**config.mk**
```make
export PLATFORM = sky130hd
export DESIGN_NAME = light_sequencer
export DESIGN_NICKNAME = d
export VERILOG_FILES = /design/src/rtl/light_pkg.sv /design/src/rtl/light_sequencer.sv
export SDC_FILE = /design/constraint.sdc
export NUM_CORES = 1
export LEC_CHECK = 0
export BUFFER_PORTS_ARGS = -buffer_cell sky130_fd_sc_hd__buf_2
export CORE_ASPECT_RATIO = 1.4
export CORE_MARGIN = 1.5
export CORE_UTILIZATION = 60
export CTS_CLUSTER_DIAMETER = 100
export DETAILED_ROUTE_END_ITERATION = 10
export GPL_ROUTABILITY_DRIVEN = 0
export PLACE_DENSITY = 0.8
export SLEW_MARGIN = 30
export SYNTH_ARGS = -nofsm -noshare
export SYNTH_HDL_FRONTEND = slang
export SYNTH_SLANG_ARGS = --single-unit
```
**constraint.sdc**
```tcl
create_clock -name clk -period 4.6 [get_ports clk]
set_input_delay 0.69 -clock clk [delete_from_list [all_inputs] [get_ports clk]]
set_output_delay 0.69 -clock clk [all_outputs]
set_load 0.05 [all_outputs]
```
**src/rtl/light_pkg.sv**
```systemverilog
// rtl/light_pkg.sv - shared mode encoding, widths and light decode for the bike light sequencer
//
// Purpose: common definitions used by light_sequencer and its bench.
//   mode_e       : mode encoding OFF=0, ON=1, BLINK=2, FLASH=3
//   MODE_W       : width of the mode output
//   PHASE_W      : width of the pattern phase counter (32 steps)
//   next_mode    : button advance order OFF->ON->BLINK->FLASH->OFF
//   light_decode : LED enable for a given mode, phase and flash pattern
package light_pkg;

  localparam int MODE_W  = 2;
  localparam int PHASE_W = 5;

  typedef enum logic [MODE_W-1:0] {
    MODE_OFF   = 2'd0,
    MODE_ON    = 2'd1,
    MODE_BLINK = 2'd2,
    MODE_FLASH = 2'd3
  } mode_e;

  function automatic mode_e next_mode(input mode_e m);
    case (m)
      MODE_OFF:   return MODE_ON;
      MODE_ON:    return MODE_BLINK;
      MODE_BLINK: return MODE_FLASH;
      default:    return MODE_OFF;
    endcase
  endfunction

  // BLINK is on for the first half of the 32-step cycle, which is the
  // phase MSB being clear.
  function automatic logic light_decode(input mode_e m,
                                        input logic [PHASE_W-1:0] p,
                                        input logic [31:0] pat);
    case (m)
      MODE_OFF:   return 1'b0;
      MODE_ON:    return 1'b1;
      MODE_BLINK: return ~p[PHASE_W-1];
      default:    return pat[p];
    endcase
  endfunction

endpackage

```
**src/rtl/light_sequencer.sv**
```systemverilog
// rtl/light_sequencer.sv - bike light mode FSM, pattern phase counter and idle auto-off timer
//
// Purpose: steps the light mode on each button press, runs a 32-step
// pattern phase on each beat, and turns the light off after
// TIMEOUT_BEATS beats without a press (0 disables the timeout).
// Ports:
//   clk      : single clock
//   reset    : synchronous, active-high; overrides all inputs
//   beat     : one-cycle pulse, nominally 32 per second
//   btn_next : one-cycle debounced button press
//   light    : registered LED enable
//   mode     : current mode (OFF=0, ON=1, BLINK=2, FLASH=3)
//   phase    : current pattern step 0..31
module light_sequencer
  import light_pkg::*;
#(
  parameter logic [31:0] PATTERN       = 32'h0000_0505,
  parameter int unsigned TIMEOUT_BEATS = 57600
) (
  input  logic               clk,
  input  logic               reset,
  input  logic               beat,
  input  logic               btn_next,
  output logic               light,
  output logic [MODE_W-1:0]  mode,
  output logic [PHASE_W-1:0] phase
);

  localparam bit          TIMEOUT_EN   = (TIMEOUT_BEATS != 0);
  localparam logic [15:0] TIMEOUT_LAST = 16'(TIMEOUT_BEATS - 1);

  mode_e               mode_q, mode_n;
  logic [PHASE_W-1:0]  phase_q, phase_n;
  logic [15:0]         timer_q, timer_n;
  logic                light_q, light_n;
  logic                timeout_hit;

  always_ff @(posedge clk) begin
    if (reset) begin
      mode_q  <= MODE_OFF;
      phase_q <= '0;
      timer_q <= '0;
      light_q <= 1'b0;
    end else begin
      mode_q  <= mode_n;
      phase_q <= phase_n;
      timer_q <= timer_n;
      light_q <= light_n;
    end
  end

  // The timer only runs outside OFF, so gating on mode keeps a 1-beat
  // timeout from clearing the phase while already off.
  assign timeout_hit = TIMEOUT_EN && beat && (mode_q != MODE_OFF) &&
                       (timer_q == TIMEOUT_LAST);

  always_comb begin
    mode_n  = mode_q;
    phase_n = phase_q;
    timer_n = timer_q;
    // Button has priority over both the timeout and a coincident beat.
    if (btn_next) begin
      mode_n  = next_mode(mode_q);
      phase_n = '0;
      timer_n = '0;
    end else if (timeout_hit) begin
      mode_n  = MODE_OFF;
      phase_n = '0;
      timer_n = '0;
    end else if (beat) begin
      phase_n = phase_q + 5'd1;
      timer_n = (mode_q == MODE_OFF) ? 16'd0 : timer_q + 16'd1;
    end
    // Light is decoded from the next state so it moves on the same edge
    // as mode and phase.
    light_n = light_decode(mode_n, phase_n, PATTERN);
  end

  assign light = light_q;
  assign mode  = mode_q;
  assign phase = phase_q;

endmodule
```
==> results.toml <==
[finish]
antenna_cells = 0
layout.nets = 180
fin_area_um2 = 1361
nFillCells = 176
drive_above_1_share_pct = 14.12
syn2layout_area_growth_pct = 5.427

[critical_path]
critPathCaptureType = "register"
r2r-start = "mode[0]"
critical-path-top-delay-family = "simple AND/OR/NAND/NOR gates"
crit_start = "mode[0]"
critPathSlowestCell = "or3_1"
cp.arrival_ns = 2.83
cpPeakStageDelay_ns = 0.62
crit_type = "register to register"
path_buf_inv = 1
crit_path_start_kind = "register"
required_ns = 4.85
path_cells = "inv_2 -> ha_1 -> nand2b_1 -> nor4_1 -> and3_1 -> or3_1 -> a21oi_1"
crit_fanout = 21

[global_route]
grt_pass1_wl_um = 4733
grtUsageTotal_pct = 25.31
grt_pass1_vias = 1114
antenna_found_initial = 0
grt_max_degree = 23
grt-ovfl-total = 0

[cts]
cts_setup_buffers = 0
clock_path_buffers = 2
clock_latency_ns = 0.33
htree_levels = 1
numCtsBuffers = 3
cts_hold_buf = 0
cts_root_buf = "clkbuf_4"
cts.sinks = 24
cts_resized = 0
clk_pin_slew_ns = 0.12
cts_tree = "built"

[yosys]
synth_top_cell_area_share_pct = 37.21
synthesis.nets = 172
yosys_warnings = 0
syn_inst = 164
ys_ff_latch = 24
syn_area_per_cell_um2 = 7.873
synth_cell_types = 38
netlist_area_um2 = 1291
synth.top_cells.by_area = "dfxtp_1 (37%), nor2_1 (7.6%), nand2_1 (5.2%), o21ai_0 (4.3%), a21oi_1 (3.9%)"
synth.largest_area_cell = "dfxtp_1"
yosysSeqAreaShare_pct = 37.21

[power]
power.static_leakage_nw = 0.5081
clkPwrFrac_pct = 25.4
net-switching-power_w = 0.0001087
power_w = 0.0003685
swShare_pct = 29.49
ir_drop_mv = 0.2777
intPower_w = 0.0002598
combPwrFrac_pct = 16.4
p_seq_share_pct = 58.2
power.density_nw_per_um2 = 270.7

[drt]
ant_nets = 0
avgRoutedWirePerCell_um = 14.26
wirelength_um = 2723
vias = 1215
firstDrtPassIters = 4
initialDrtViolationCount = 39
drc_errors = 0
vias_per_cell = 6.361

[outcome]
outcome = "completed"

[timing]
max_clock_freq_mhz = 387.9
tightest_slew_ns = 0.7182
finalCriticalPeriod_ns = 2.578
hold_viol_final = 0
slew_viol_final = 0
tns_ns = 0
finalSetupViolCount = 0
skew_ns = 0.006834
finalCritPeriodShare_pct = 56.05
grt_setup_unrepaired = "false"
max_slew_margin_pct = 52.12

[place]
post_dp_cell_area_um2 = 1339
dpl.hpwl_um = 1918
io_buffer_count = 11

[die]
start_util_pct = 64.66
fp.dieH_um = 57.89
num_rows = 19
die_area_um2 = 2443
fp.coreArea_um2 = 1997
fp.dieW_um = 42.21
ioPinCount = 12

[job]
cap_violations = 0

[min_path]
hold_class = "register to register"
min_from = "timer_q[1]"
## power groups by stage
stage | registers [W] | clock network, W | logic (W)
after floorplan | 0.000232 | 0 | 0.0000347
final | 0.000215 | 0.0000935 | 0.0000604
after CTS | 0.000215 | 0.0000958 | 0.0000606
after global routing | 0.000215 | 0.000102 | 0.0000666
after global placement | 0.000219 | 0 | 0.0000593
after detailed placement | 0.000219 | 0 | 0.0000605
## registers in the layout, summed over array words and instances, names as in the netlist
signal / cells
timer_q: 16
phase: 5
mode: 2
light: 1
## stage by stage
step	setup slack [ns]	util, %	instances	hold slack (ns)
6_report	2.022	68.17	191	0.5139
5_1_grt	1.718	68.17	191	0.5409
4_1_cts	2.016	68.17	191	0.5110
3_5_place_dp	1.851	67.04	188	0.4922
3_3_place_gp	1.935	67.04	188	0.4822
2_1_floorplan	2.568	-	164	0.4667
## per-layer routing
metal | track usage, % | routed length [µm] | up-vias
met3 | 3.427 | 79 | 11
met4 | 16.52 | 100 | 0
li1 | - | - | 597
met5 | 0 | 0 | -
met2 | 45.05 | 1396 | 33
met1 | 27.58 | 1146 | 574
## worst register-to-register path: cells and delay by family, from the launching register on
family	cells	cell delay, ns
flip-flops	1	0.33
adder cells (fa/ha/maj)	1	0.45
buffers and inverters	1	0.07
AO/OA/AOI/OAI	1	0.25
AND/OR/NAND/NOR	4	1.39
## cell type report
class	instances	area, µm²	share of cell area [%]
clock buffer	3	22.52	1.654
tap	21	26.28	1.930
sequential	24	480.5	35.29
multi-input combinational	126	754.5	55.42
timing repair buffer	11	55.05	4.044
inverter	6	22.52	1.654
## synth_stat cells
cell type  number
o31ai_1         1
nand4_1         6
nor4_1          5
o311ai_2        1
or3b_2          1
o2bb2ai_1       1
a21oi_1        10
buf_2           3
nor4b_1         1
inv_2           2
nor2_1         26
inv_1           4
nand3_4         1
nand3_1         4
or4_4           1
nand2b_1        2
a31oi_1         3
nand2_1        18
o21ai_1         1
and3_1          3
a22oi_1         5
nor3_1          6
nor2b_1         1
ha_1            4
buf_1           1
nor4_4          1
a32o_1          1
nand4_2         1
nor3_2          1
o21ai_0        11
or3_1           2
mux2i_1         1
mux2_1          1
xnor2_1         2
clkbuf_1        4
dfxtp_1        24
nor2_2          1
xor2_1          3
## cell usage in the layout, fill, tap and decap left out, types with 5 or more instances in the layout
master / count
nor2_1: 26
nor4_1: 5
a21oi_1: 10
nor3_1: 6
o21ai_0: 11
nand4_1: 6
nand2_1: 18
a22oi_1: 5
dfxtp_1: 24
buf_2: 11
## path summary, 6_finish.rpt
path	to	depth (start not counted)	slack, ns
max	timer_q[11]	7	2.02
min	timer_q[1]	2	0.51
max reg2reg	timer_q[11]	7	2.02
min reg2reg	timer_q[1]	2	0.51
## kinds of logic (layout without fill, tap and decap cells)
kind of cell,after synthesis,count (layout),share of synthesized area (%)
xor+xnor,5,5,3.392
fa+ha+maj,4,4,3.876
flops,24,24,37.21
compound gates,34,34,16.18
simple gates,81,81,33.33
buf+inv,14,20,4.359
mux,2,2,1.647
Power figures use the tool's default switching activity.
